===== config.mk =====
export PLATFORM = sky130hd
export DESIGN_NAME = rab_inv_engine
export DESIGN_NICKNAME = d
export VERILOG_FILES = /design/src/rtl/rab_inv_pkg.sv /design/src/rtl/rab_inv_l1_match.sv /design/src/rtl/rab_inv_engine.sv
export SDC_FILE = /design/constraint.sdc
export NUM_CORES = 2
export LEC_CHECK = 0
export ABC_AREA = 0
export BUFFER_PORTS_ARGS = -buffer_cell sky130_fd_sc_hd__buf_2
export CAP_MARGIN = 10
export CORE_AREA = 2 2 452 454
export CTS_CLUSTER_DIAMETER = 200
export CTS_CLUSTER_SIZE = 40
export DETAILED_ROUTE_END_ITERATION = 8
export DIE_AREA = 0 0 454 456
export GPL_ROUTABILITY_DRIVEN = 0
export PLACE_DENSITY_LB_ADDON = 0.05
export SLEW_MARGIN = 40
export SYNTH_ARGS = -nofsm -noshare
export SYNTH_HDL_FRONTEND = slang
export SYNTH_SLANG_ARGS = --single-unit

===== constraint.sdc =====
create_clock -name clk_i -period 2.6 [get_ports clk_i]
set_input_delay 0.52 -clock clk_i [delete_from_list [all_inputs] [get_ports clk_i]]
set_output_delay 0.52 -clock clk_i [all_outputs]
set_load 0.01 [all_outputs]

===== src/rtl/rab_inv_pkg.sv =====
// Shared types and helpers for the RAB range-invalidation engine.
package rab_inv_pkg;

    typedef enum logic [2:0] {
        IDLE,
        L1,
        L2_WALK,
        DRAIN,
        DONE
    } inv_state_e;

    // Widest address the overlap helper handles; callers zero-extend into it.
    localparam int MAX_AW = 64;
    typedef logic [MAX_AW-1:0] addr_t;

    function automatic int idx_width(input int n);
        return (n > 1) ? $clog2(n) : 1;
    endfunction

    function automatic logic range_overlap(
        input addr_t a_start,
        input addr_t a_end,
        input addr_t b_start,
        input addr_t b_end
    );
        return (a_start <= b_end) && (a_end >= b_start);
    endfunction

endpackage


===== src/rtl/rab_inv_l1_match.sv =====
// Combinational overlap vector of every L1 slice against one query range.
module rab_inv_l1_match
    import rab_inv_pkg::*;
#(
    parameter int AW       = 32,
    parameter int N_SLICES = 16
) (
    input  logic [N_SLICES*AW-1:0] slice_start,
    input  logic [N_SLICES*AW-1:0] slice_end,
    input  logic [N_SLICES-1:0]    slice_en,
    input  logic [AW-1:0]          q_start,
    input  logic [AW-1:0]          q_end,
    input  logic                   q_all,
    input  logic                   q_empty,
    output logic [N_SLICES-1:0]    hit
);

    always_comb begin
        hit = '0;
        for (int i = 0; i < N_SLICES; i++) begin
            hit[i] = slice_en[i] &&
                     (q_all || (!q_empty &&
                      range_overlap(addr_t'(slice_start[i*AW +: AW]),
                                    addr_t'(slice_end[i*AW +: AW]),
                                    addr_t'(q_start),
                                    addr_t'(q_end))));
        end
    end

endmodule


===== src/rtl/rab_inv_engine.sv =====
// Range-invalidation engine: clears overlapping L1 slices in one cycle, then
// walks every L2 entry through a pipelined read/compare/clear port.
module rab_inv_engine
    import rab_inv_pkg::*;
#(
    parameter  int AW               = 32,
    parameter  int N_SLICES         = 16,
    parameter  int L2_N_SETS        = 32,
    parameter  int L2_N_SET_ENTRIES = 32,
    parameter  int PAGE_SHIFT       = 12,
    parameter  int L2_EN            = 1,
    localparam int N_L2             = L2_N_SETS * L2_N_SET_ENTRIES,
    localparam int IDXW             = idx_width(N_L2)
) (
    input  logic                     clk_i,
    input  logic                     rst_ni,
    input  logic                     req_valid_i,
    output logic                     req_ready_o,
    input  logic [AW-1:0]            req_start_i,
    input  logic [AW-1:0]            req_end_i,
    input  logic                     req_all_i,
    input  logic [N_SLICES*AW-1:0]   l1_start_i,
    input  logic [N_SLICES*AW-1:0]   l1_end_i,
    input  logic [N_SLICES-1:0]      l1_en_i,
    output logic [N_SLICES-1:0]      l1_clr_o,
    output logic                     l2_rd_en_o,
    output logic [IDXW-1:0]          l2_rd_addr_o,
    input  logic [AW-PAGE_SHIFT-1:0] l2_rd_vpn_i,
    input  logic                     l2_rd_valid_i,
    output logic                     l2_clr_o,
    output logic [IDXW-1:0]          l2_clr_addr_o,
    output logic                     cfg_lock_o,
    output logic                     busy_o,
    output logic                     done_o
);

    localparam logic [IDXW-1:0] LAST_IDX = IDXW'(N_L2 - 1);

    inv_state_e          state;
    logic [IDXW-1:0]     idx;
    logic [IDXW-1:0]     cmp_idx;
    logic                cmp_valid;
    logic [AW-1:0]       lat_start;
    logic [AW-1:0]       lat_end;
    logic                lat_all;
    logic [N_SLICES-1:0] l1_hit;
    logic [N_SLICES-1:0] l1_clr;
    logic                accept;
    logic                req_empty;
    logic                lat_empty;
    logic [AW-1:0]       page_start;
    logic [AW-1:0]       page_end;
    logic                l2_hit;

    assign accept    = req_valid_i && (state == IDLE);
    assign req_empty = req_end_i < req_start_i;
    assign lat_empty = lat_end < lat_start;

    // Slice config is locked while busy, so matching at accept time is final.
    rab_inv_l1_match #(
        .AW       (AW),
        .N_SLICES (N_SLICES)
    ) u_l1_match (
        .slice_start (l1_start_i),
        .slice_end   (l1_end_i),
        .slice_en    (l1_en_i),
        .q_start     (req_start_i),
        .q_end       (req_end_i),
        .q_all       (req_all_i),
        .q_empty     (req_empty),
        .hit         (l1_hit)
    );

    always_ff @(posedge clk_i or negedge rst_ni) begin
        if (!rst_ni) begin
            state     <= IDLE;
            idx       <= '0;
            cmp_idx   <= '0;
            cmp_valid <= 1'b0;
            lat_start <= '0;
            lat_end   <= '0;
            lat_all   <= 1'b0;
            l1_clr    <= '0;
        end else begin
            l1_clr    <= '0;
            cmp_valid <= 1'b0;
            case (state)
                IDLE: begin
                    if (accept) begin
                        lat_start <= req_start_i;
                        lat_end   <= req_end_i;
                        lat_all   <= req_all_i;
                        l1_clr    <= l1_hit;
                        idx       <= '0;
                        state     <= L1;
                    end
                end
                L1: begin
                    state <= (L2_EN != 0) ? L2_WALK : DONE;
                end
                // Each read's response is compared one cycle later in cmp_idx.
                L2_WALK: begin
                    cmp_valid <= 1'b1;
                    cmp_idx   <= idx;
                    if (idx == LAST_IDX) begin
                        state <= DRAIN;
                    end else begin
                        idx <= idx + 1'b1;
                    end
                end
                DRAIN: begin
                    state <= DONE;
                end
                DONE: begin
                    state <= IDLE;
                end
                default: begin
                    state <= IDLE;
                end
            endcase
        end
    end

    assign page_start = {l2_rd_vpn_i, {PAGE_SHIFT{1'b0}}};
    assign page_end   = {l2_rd_vpn_i, {PAGE_SHIFT{1'b1}}};
    assign l2_hit     = l2_rd_valid_i &&
                        (lat_all || (!lat_empty &&
                         range_overlap(addr_t'(page_start), addr_t'(page_end),
                                       addr_t'(lat_start), addr_t'(lat_end))));

    assign req_ready_o   = (state == IDLE);
    assign busy_o        = (state != IDLE);
    assign cfg_lock_o    = (state != IDLE);
    assign done_o        = (state == DONE);
    assign l1_clr_o      = l1_clr;
    assign l2_rd_en_o    = (state == L2_WALK);
    assign l2_rd_addr_o  = (state == L2_WALK) ? idx : '0;
    assign l2_clr_o      = cmp_valid && l2_hit;
    assign l2_clr_addr_o = cmp_valid ? cmp_idx : '0;

endmodule


==> results.toml <==
[synthesis]
syn_area_um2 = 28300
synthTopCellsByArea = "ha_1 (50%), dfrtp_1 (9.3%), a21oi_1 (6.6%)"
synth_commonest_cells = "ha_1 (1127), a21oi_1 (373), nand2_1 (285)"
yosysSeqAreaShare_pct = 9.27
synth-seq-cells = 105
ys_types = 64
synth_edf_count = 0
yosysMostFrequentCell = "ha_1"
postSynthCellCount = 3330
yosysTopAreaCellShare_pct = 49.7
synth_top_cell_by_area = "ha_1"
syn_area_per_cell_um2 = 8.51
synth_nets = 5586
synth-main-ff-cell = "dfrtp_1"
synth-async-reset-ratio_pct = 100
yosysWarnings = 0

[detailed_routing]
wire_per_inst_um = 28.1
drtIter0Drc = 1548
num_vias = 34711
drtPass1Iterations = 5
drt_wl_total_um = 227000
route.detailed.drc = 0
vias_per_cell = 4.31
antenna_left = 0

[timing]
rsz0062_at_grt = "yes"
max_slew_margin_pct = 59.1
fin_skew_ps = 9.56
slew_viol_final = 0
max_slew.worst_pin.slew_ps = 607
fin_crit_sh_pct = 146
whs_ps = 325
worst_slack_ps = -1210
max_freq_ghz = 0.263
period_minus_slack_ps = 3810
hold_viol = 0
setup_viol = 10

[clock_tree]
cts_tree = "yes"
path_clk_slew_ps = 90
clockRootBuffer = "clkbuf_16"
htreeDepth = 3
clock_path_buffers = 2
cts.sinks = 105
insertion_delay_ps = 420
cts_buffers = 9

[power_and_ir_drop]
power_leakage_nw = 23.8
power.density_nw_per_um2 = 341
swShare_pct = 46.5
p_comb_share_pct = 74.3
p_switching_w = 0.00750
power_frac_clock_pct = 9.7
p_int_w = 0.00864
vdd_drop_max_uv = 313
pwr-share-seq_pct = 15.9

[floorplanning]
core_area_um2 = 202000
initial_core_util_pct = 14.1
die_h_um = 456
die_x_um = 454
ioPinCount = 1171
die_area_um2 = 207000
num_rows = 165

[final_layout]
fin_nets = 7583
syn_to_final_growth_pct = 66.8
final_layout_size_suffix_gt1_share_pct = 42.6
fill_cells = 22391
design_area_um2 = 47300

[setup_path]
crit_path_end_kind = "primary output"
regToRegSetupSlack_ps = 450
crit_type = "reg2out"
crit_arrival_ps = 3290
cpPeakStageDelay_ps = 510
crit_path_top_delay_cell = "or4_4"
crit_required_ps = 2080
startpoint_type = "flop"
critPathMaxFanout = 2
crit_top_cell = "buf_4"
worstPathCellList = "inv_2 > ha_4 > and2_4 > buf_4 > nand4_1 > buf_4 > or4_4 > o21ai_2 > a21oi_2 > a211oi_4 > buf_4 > buf_6"

[placed_design]
pre_cts_ws_ps = -1330
portBuffers = 1170
placed_area_um2 = 44400
dpl.hpwl_um = 204000

[job]
cap_violations = 0

[outcome]
violations = "negative setup slack"
status = "finished with violations"

[global_route]
grt_max_degree = 74
grt_pass1_vias = 35168
grt_pass1_wl_um = 300000
antenna_found_initial = 285
gr-total-overflow = 0
grt_usage_pct = 21.2

[worst_hold_path]
hold_path.class = "in2reg"
[worst paths after layout]
path | startpoint | to | cells after the start
worst min register to register | cmp_idx[1] | cmp_idx[1] | 1
worst max-delay path | lat_end[27] | l2_clr_o | 12
worst min-delay path | req_start_i[22] | lat_start[22] | 3
worst max register to register | state[0] | l1_clr_o[14] | 7
max in group asynchronous | rst_ni | l1_clr_o[10] | 3
min in group asynchronous | rst_ni | cmp_idx[6] | 2
[state kept, by name (all words and copies together), names as in the netlist]
register / count
cmp_idx: 10
cmp_valid: 1
idx: 10
l1_clr_o: 16
lat_all: 1
lat_end: 32
lat_start: 32
state: 3
[kinds of logic (layout without fill, tap and decap cells)]
group           Yosys count  count (layout)  share of synthesized area, %
fa+ha+maj              1127            1127                          49.7
compound gates          975             975                          21.0
simple gates            924             924                          16.8
buf+inv                 182            2184                          2.50
flops                   105             105                          9.27
mux                      11              11                         0.433
xor+xnor                  6               6                         0.185
other cells               0              54                             0
[cells in the final DEF (no fill, tap or decap), drive strengths merged, types with 9 or more instances in the layout]
cell type  netlist  routed
buf             11    2009
ha            1127    1127
a21oi          373     373
nand2          285     285
o21ai          232     232
nand4          206     206
inv            158     154
nor2           123     123
a21o           112     112
dfrtp          105     105
a211oi          69      69
nor2b           66      66
diode            0      54
nand3           54      54
nand2b          39      39
o211ai          38      38
nor3            38      38
a31oi           30      30
nor4            28      28
or4             24      24
and2            24      24
and4            21      21
a221oi          21      21
a2111oi         21      21
o21a            17      17
o41ai           14      14
mux2            10      10
clkinvlp         0       9
clkbuf          13       9
[timing repair]
item | 4_1_cts | 5_1_grt
resized for setup | 209 | 147
gates cloned | 2 | 0
pin swaps | 83 | 124
hold endpoints to repair | 1 | 0
setup endpoints to repair | 17 | 17
buffers inserted | 53 | 26
hold buffers | 1 | 0
[power groups by stage]
stage / clock, W / sequential (W) / combinational [W]
after floorplan: 0 / 0.00250 / 0.00489
after global placement: 0 / 0.00260 / 0.0113
after detailed placement: 0 / 0.00261 / 0.0112
after CTS: 0.00173 / 0.00258 / 0.0118
after global routing: 0.00174 / 0.00265 / 0.0134
final: 0.00157 / 0.00257 / 0.0120
[worst max-delay path: cells and delay by family (launching register included)]
kind | cells | cell delay (ps)
DFF | 1 | 370
buffers and inverters | 5 | 710
adders and majority gates | 1 | 260
and+or+nand+nor | 3 | 940
AOI/OAI and AO/OA | 3 | 570
[routing by layer]
layer	GRT usage [%]	up-vias	wire, um
li1	-	17074	-
met1	25.5	16014	95400
met2	39.2	1039	116000
met3	3.73	482	10100
met4	3.07	102	4750
met5	0	-	577
[metrics by stage]
| step | TNS (ps) | total power, W | std cells | util [%] |
|---|---|---|---|---|
| 2_1_floorplan | 0 | 0.00739 | 3330 | - |
| 6_report | -2190 | 0.0161 | 8058 | 23.4 |
| 4_1_cts | -2370 | 0.0161 | 7991 | 22.9 |
| 5_1_grt | -2880 | 0.0178 | 8035 | 23.4 |
| 3_3_place_gp | -14020 | 0.0139 | 7930 | 22.0 |
| 3_5_place_dp | -14230 | 0.0138 | 7930 | 22.0 |
[area by class of cell]
| class | instances | area (um^2) | share of cell area [%] |
|---|---|---|---|
| multi-input cells | 3043 | 26700 | 56.5 |
| repair buffers | 2010 | 13500 | 28.6 |
| well taps | 2672 | 3340 | 7.07 |
| flip-flops and latches | 105 | 2630 | 5.56 |
| inverters | 158 | 626 | 1.32 |
| clock buffers | 9 | 225 | 0.476 |
| diodes | 54 | 135 | 0.286 |
| clock inverters | 7 | 68.8 | 0.146 |
Note: power is estimated with default switching activity, not from simulation.
